===== src/rtl/elevator_pkg.sv =====
// Shared call codes, controller state encoding and call-code decode for the elevator slice.
package elevator_pkg;

    localparam logic [2:0] CALL_NONE = 3'b000;
    localparam logic [2:0] CALL_1U   = 3'b001;
    localparam logic [2:0] CALL_2U   = 3'b010;
    localparam logic [2:0] CALL_3U   = 3'b011;
    localparam logic [2:0] CALL_4D   = 3'b100;
    localparam logic [2:0] CALL_2D   = 3'b110;
    localparam logic [2:0] CALL_3D   = 3'b111;

    typedef enum logic [2:0] {
        IDLE,
        FETCH,
        LATCH,
        MOVE,
        DOOR
    } state_t;

    // Floor 0 marks "no floor": NONE and the illegal 101 both decode to it.
    function automatic logic [2:0] code_to_floor(input logic [2:0] code);
        case (code)
            CALL_NONE:        return 3'd0;
            CALL_1U:          return 3'd1;
            CALL_2U, CALL_2D: return 3'd2;
            CALL_3U, CALL_3D: return 3'd3;
            CALL_4D:          return 3'd4;
            default:          return 3'd0;
        endcase
    endfunction

endpackage


===== src/rtl/elevator_timer.sv =====
// Loadable down-counter shared by the travel and door phases of the elevator controller.
module elevator_timer #(
    parameter int WIDTH = 4
) (
    input  logic             clk,
    input  logic             rst_n,
    input  logic             load,
    input  logic [WIDTH-1:0] value,
    input  logic             dec,
    output logic             expired
);

    logic [WIDTH-1:0] count_reg;

    always_ff @(posedge clk) begin
        if (!rst_n) begin
            count_reg <= '0;
        end else if (load) begin
            count_reg <= value;
        end else if (dec && count_reg != '0) begin
            count_reg <= count_reg - 1'b1;
        end
    end

    // Flags the final count so the controller can act on the edge that ends the phase.
    assign expired = (count_reg == WIDTH'(1));

endmodule


===== src/rtl/elevator_ctrl.sv =====
// Elevator car controller: pops one hall call, decodes its floor, moves the car and cycles the door.
module elevator_ctrl
    import elevator_pkg::*;
#(
    parameter int TRAVEL_CYCLES = 8,
    parameter int DOOR_CYCLES   = 4,
    parameter int RESET_FLOOR   = 1
) (
    input  logic       clk,
    input  logic       rst_n,
    input  logic       q_empty,
    input  logic [2:0] req_code,
    output logic       done,
    output logic [2:0] floor,
    output logic       motor_up,
    output logic       motor_dn,
    output logic       door_open,
    output logic       call_dir,
    output logic       busy
);

    localparam int MAX_CYCLES = (TRAVEL_CYCLES > DOOR_CYCLES) ? TRAVEL_CYCLES : DOOR_CYCLES;
    localparam int TW = $clog2(MAX_CYCLES + 1);
    localparam logic [TW-1:0] TRAVEL_LOAD = TW'(TRAVEL_CYCLES);
    localparam logic [TW-1:0] DOOR_LOAD   = TW'(DOOR_CYCLES);

    state_t     state_reg, state_next;
    logic [2:0] floor_reg, floor_next;
    logic [2:0] target_reg, target_next;
    logic       dir_reg, dir_next;
    logic       call_dir_reg, call_dir_next;
    logic       done_reg, done_next;
    logic       motor_up_reg, motor_up_next;
    logic       motor_dn_reg, motor_dn_next;
    logic       door_open_reg, door_open_next;
    logic       busy_reg, busy_next;

    logic          timer_load;
    logic [TW-1:0] timer_value;
    logic          timer_dec;
    logic          timer_expired;
    logic [2:0]    code_floor;
    logic [2:0]    step_floor;

    elevator_timer #(
        .WIDTH(TW)
    ) u_timer (
        .clk    (clk),
        .rst_n  (rst_n),
        .load   (timer_load),
        .value  (timer_value),
        .dec    (timer_dec),
        .expired(timer_expired)
    );

    assign code_floor = code_to_floor(req_code);
    // Saturating one-floor step keeps the car inside 1..4 whatever dir says.
    assign step_floor = dir_reg ? ((floor_reg == 3'd4) ? 3'd4 : floor_reg + 3'd1)
                                : ((floor_reg == 3'd1) ? 3'd1 : floor_reg - 3'd1);

    always_ff @(posedge clk) begin
        if (!rst_n) begin
            state_reg     <= IDLE;
            floor_reg     <= 3'(RESET_FLOOR);
            target_reg    <= 3'(RESET_FLOOR);
            dir_reg       <= 1'b0;
            call_dir_reg  <= 1'b0;
            done_reg      <= 1'b0;
            motor_up_reg  <= 1'b0;
            motor_dn_reg  <= 1'b0;
            door_open_reg <= 1'b0;
            busy_reg      <= 1'b0;
        end else begin
            state_reg     <= state_next;
            floor_reg     <= floor_next;
            target_reg    <= target_next;
            dir_reg       <= dir_next;
            call_dir_reg  <= call_dir_next;
            done_reg      <= done_next;
            motor_up_reg  <= motor_up_next;
            motor_dn_reg  <= motor_dn_next;
            door_open_reg <= door_open_next;
            busy_reg      <= busy_next;
        end
    end

    always_comb begin
        state_next    = state_reg;
        floor_next    = floor_reg;
        target_next   = target_reg;
        dir_next      = dir_reg;
        call_dir_next = call_dir_reg;
        timer_load    = 1'b0;
        timer_value   = TRAVEL_LOAD;
        timer_dec     = 1'b0;
        case (state_reg)
            IDLE: begin
                if (!q_empty) state_next = FETCH;
            end
            FETCH: state_next = LATCH;
            LATCH: begin
                if (code_floor == 3'd0) begin
                    state_next = IDLE;
                end else begin
                    call_dir_next = req_code[2];
                    target_next   = code_floor;
                    timer_load    = 1'b1;
                    if (code_floor == floor_reg) begin
                        state_next  = DOOR;
                        timer_value = DOOR_LOAD;
                    end else begin
                        state_next = MOVE;
                        dir_next   = (code_floor > floor_reg);
                    end
                end
            end
            MOVE: begin
                timer_dec = 1'b1;
                if (timer_expired) begin
                    floor_next = step_floor;
                    timer_load = 1'b1;
                    if (step_floor == target_reg) begin
                        state_next  = DOOR;
                        timer_value = DOOR_LOAD;
                    end
                end
            end
            DOOR: begin
                timer_dec = 1'b1;
                if (timer_expired) state_next = IDLE;
            end
            default: state_next = IDLE;
        endcase
    end

    // Outputs follow the state being entered, so they change on the same edge as the state.
    always_comb begin
        done_next      = (state_next == FETCH);
        motor_up_next  = (state_next == MOVE) && dir_next;
        motor_dn_next  = (state_next == MOVE) && !dir_next;
        door_open_next = (state_next == DOOR);
        busy_next      = (state_next != IDLE);
    end

    assign done      = done_reg;
    assign floor     = floor_reg;
    assign motor_up  = motor_up_reg;
    assign motor_dn  = motor_dn_reg;
    assign door_open = door_open_reg;
    assign call_dir  = call_dir_reg;
    assign busy      = busy_reg;

endmodule

===== config.mk =====
export PLATFORM = sky130hd
export DESIGN_NAME = elevator_ctrl
export DESIGN_NICKNAME = d
export VERILOG_FILES = /design/src/rtl/elevator_pkg.sv /design/src/rtl/elevator_timer.sv /design/src/rtl/elevator_ctrl.sv
export SDC_FILE = /design/constraint.sdc
export NUM_CORES = 1
export LEC_CHECK = 0
export CAP_MARGIN = 10
export CORE_UTILIZATION = 48
export CTS_CLUSTER_DIAMETER = 80
export DETAILED_ROUTE_END_ITERATION = 10
export GPL_TIMING_DRIVEN = 0
export PLACE_DENSITY_LB_ADDON = 0.12
export SLEW_MARGIN = 0
export SYNTH_ARGS = -nofsm -noshare
export SYNTH_HDL_FRONTEND = slang
export SYNTH_SLANG_ARGS = --single-unit

===== constraint.sdc =====
create_clock -name clk -period 2 [get_ports clk]
set_input_delay 0.4 -clock clk [delete_from_list [all_inputs] [get_ports clk]]
set_output_delay 0.4 -clock clk [all_outputs]
set_load 0.005 [all_outputs]

==> metrics <==
Via density=~5.5; P_sw=~320 uW; Worst Path Buf+Inv=1; Top Metal Used=met4; post-synth design cell area=between 1000 and 1500 sq um; crit-path leading delay family=compound AO/OA/AOI/OAI gates; fin crit share=105%; met3 routed WL=about 54 um; Die ar.=about 2600 sq um; cell area after placement=~1300 sq um; violated checks=setup timing; sequential power share=between 40% and 50%; synth warn=0; clk slew on worst S/H paths=0.12 ns; CP max-delay cell=dfxtp_2; f_max=between 0.4 and 0.5 GHz; DRT Wirelength=around 2600 um; Post-synth EDFFs=0; First-pass DRT Iterations=4; die width=51.1 um; # hold bufs at CTS=0; final setup vio count=6; Rows=17; internal reg-to-reg setup slack=-0.09 ns; P per Cell Area=roughly 730 nW/um^2; Post-Syn Area per Cell=approximately 8.8 sq um; status=finished with violations; number of max-cap violations=0; post-synthesis cell type count=43; CTS buffer count=3; I/O pin count=15; First DRT Iteration DRCs=15; Clk Latency, worst-skew pair=slightly above 0.3 ns; Nets=between 150 and 200; Antenna diodes=0; CP Launch Type=flip-flop; crit path capture type=flip-flop; overall power=around 1100 uW; CP max stage delay=about 0.38 ns; Combinational Power Share=a little over a quarter; post-synthesis sequential area ratio=approximately a third; Die Ht=approximately 51 um; Sw Share=29.0%; async set or reset register ratio after synthesis=0%; initial core utilization=51.9%; Tmin final=about 2.1 ns; Synth top cells by count=dfxtp_1, nand2_1, nor2_1; flops & latches, synth=20; Leak=just over 0.0006 uW; CTS Root Cell=clkbuf_4; initial antenna violation count=0; worst min path class=input port to flip-flop; gr ovfl total=0; Max Clock Skew=between 0.006 and 0.007 ns; setup ws final=-0.0922 ns; Main synth FF type=dfxtp_1; most frequent cell after synthesis=dfxtp_1; Critical Path RT=~2.2 ns; cell breakdown of the critical path=buf_6, ha_4, nand2_2, o211ai_1, o311a_1, xor2_2, nand3_2, a221oi_4, and4b_1; via count=1026; Slew headroom=70.0%; IO buf count=14; HPWL after DPL=about 1800 um; crit path DAT=around 2.3 ns; first-pass GRT wire length=4520 um; post-route ant nets=0; CTS HTree Levels=1; via count of the first global-routing pass=roughly 1100; Internal=around 790 uW; post-route cell area=1540 sq um; Finished Layout Cells=approximately 190; WL/cell=13.8 um; slew at the pin closest to its max-slew limit=around 0.45 ns; unrepaired setup endpoints after global routing=yes; WL met2=about 1300 um; dominant cells by area after synthesis=dfxtp_1, ha_1, nand2_1; Global Route Usage Sum=between 20% and 30%; Synth Net Count=148; Slew Viols, Final=0; max FFs per register=4; worst-path maximum fanout=4; share of the synthesized area in the top cell type=about a third; Num Clock Sinks=20; P&R area growth vs syn=32.5%; wl on met1=between 1000 and 1500 um; GP Congestion=just under 0.9; placed instance count=174; Clk network pwr share=30.3%; Peak VDD IR=between 600 and 700 uV; share of cells above drive strength 1=about 23%; Core ar.=roughly 2200 sq um; Crit Path Category=flip-flop to flip-flop; Syn Inst Count=132; Longest Clk Path Bufs=2; CTS tree=yes; cell taking the most area after synthesis=dfxtp_1; Fin. Hold Viols=0; Post-route DRC=0; largest net degree at the start of global routing=13
## timing repair
action / 4_1_cts / 5_1_grt
pin swaps: 6 / 6
setup endpoints to repair: 8 / 9
endpoints found under the hold margin: 0 / 0
gates cloned: 0 / 0
setup buffers: 6 / 4
gates resized for setup: 15 / 4
## metal layers
metal  up-vias  global-route usage, %
met3        10                   4.76
met5         -                      0
met2        12                   42.1
li1        517                      -
met4         0                   10.2
met1       487                   25.6
## kinds of logic (layout without fill, tap and decap cells)
family / count (synthesis) / count (layout) / synth area share (%)
adders and majority gates: 10 / 10 / 10.8
and+or+nand+nor: 54 / 54 / 25.2
buffers and inverters: 9 / 37 / 2.92
xor gates and xnor gates: 5 / 5 / 4.43
DFF: 20 / 20 / 34.6
muxes: 2 / 2 / 1.84
AOI/OAI and AO/OA: 32 / 32 / 20.3
## worst paths after layout
| kind | start | to | cells past startpoint |
|---|---|---|---|
| hold reg to reg | floor[1] | floor[1] | 2 |
| setup / recovery | floor[1] | motor_dn | 9 |
| setup reg to reg | floor[1] | motor_dn | 9 |
| hold / removal | req_code[2] | call_dir | 3 |
## final cells by class
cell class	instances	area, sq um
Clock inverter	1	30.0
Buffer	2	7.51
Fill cell	188	698
Multi-Input combinational cell	103	788
Timing Repair Buffer	24	220
Clock buffer	3	22.5
Tap cell	28	35.0
Sequential cell	20	405
Inverter	7	26.3
## through the flow
stage | util (%) | setup slack, ns | hold WS [ns] | setup TNS [ns]
6_report | 68.7 | -0.0922 | 0.450 | -0.250
5_1_grt | 68.7 | -0.181 | 0.469 | -0.781
4_1_cts | 66.9 | -0.0796 | 0.509 | -0.111
3_5_place_dp | 59.8 | -0.532 | 0.495 | -4.00
3_3_place_gp | 59.8 | -0.502 | 0.469 | -3.74
2_1_floorplan | - | 0.00607 | 0.450 | 0
## power by group through the flow
stage	clock network (uW)	registers, uW	logic, uW
2_1_floorplan	0	476	172
3_3_place_gp	0	480	241
3_5_place_dp	0	482	248
4_1_cts	340	473	284
5_1_grt	362	480	331
6_report	338	474	303
## cell usage in the layout, fill, tap and decap left out, types with 3 or more instances in the layout
| cell | instances |
|---|---|
| dfxtp_1 | 18 |
| nand2_1 | 13 |
| clkdlybuf4s50_1 | 12 |
| nor2_1 | 11 |
| buf_4 | 9 |
| ha_1 | 7 |
| inv_1 | 5 |
| nor2b_1 | 5 |
| nand3_1 | 5 |
| a21oi_1 | 4 |
| o21ai_0 | 4 |
| nand2b_1 | 3 |
| and2_1 | 3 |
| a31oi_1 | 3 |
| o21ai_1 | 3 |
| clkbuf_4 | 3 |
## worst min-delay path, stage by stage
cell            delay, ns
dlymetal6s2s_1       0.15
mux2i_1              0.09
nor2b_1              0.09
Note: power is estimated with default switching activity, not from simulation.
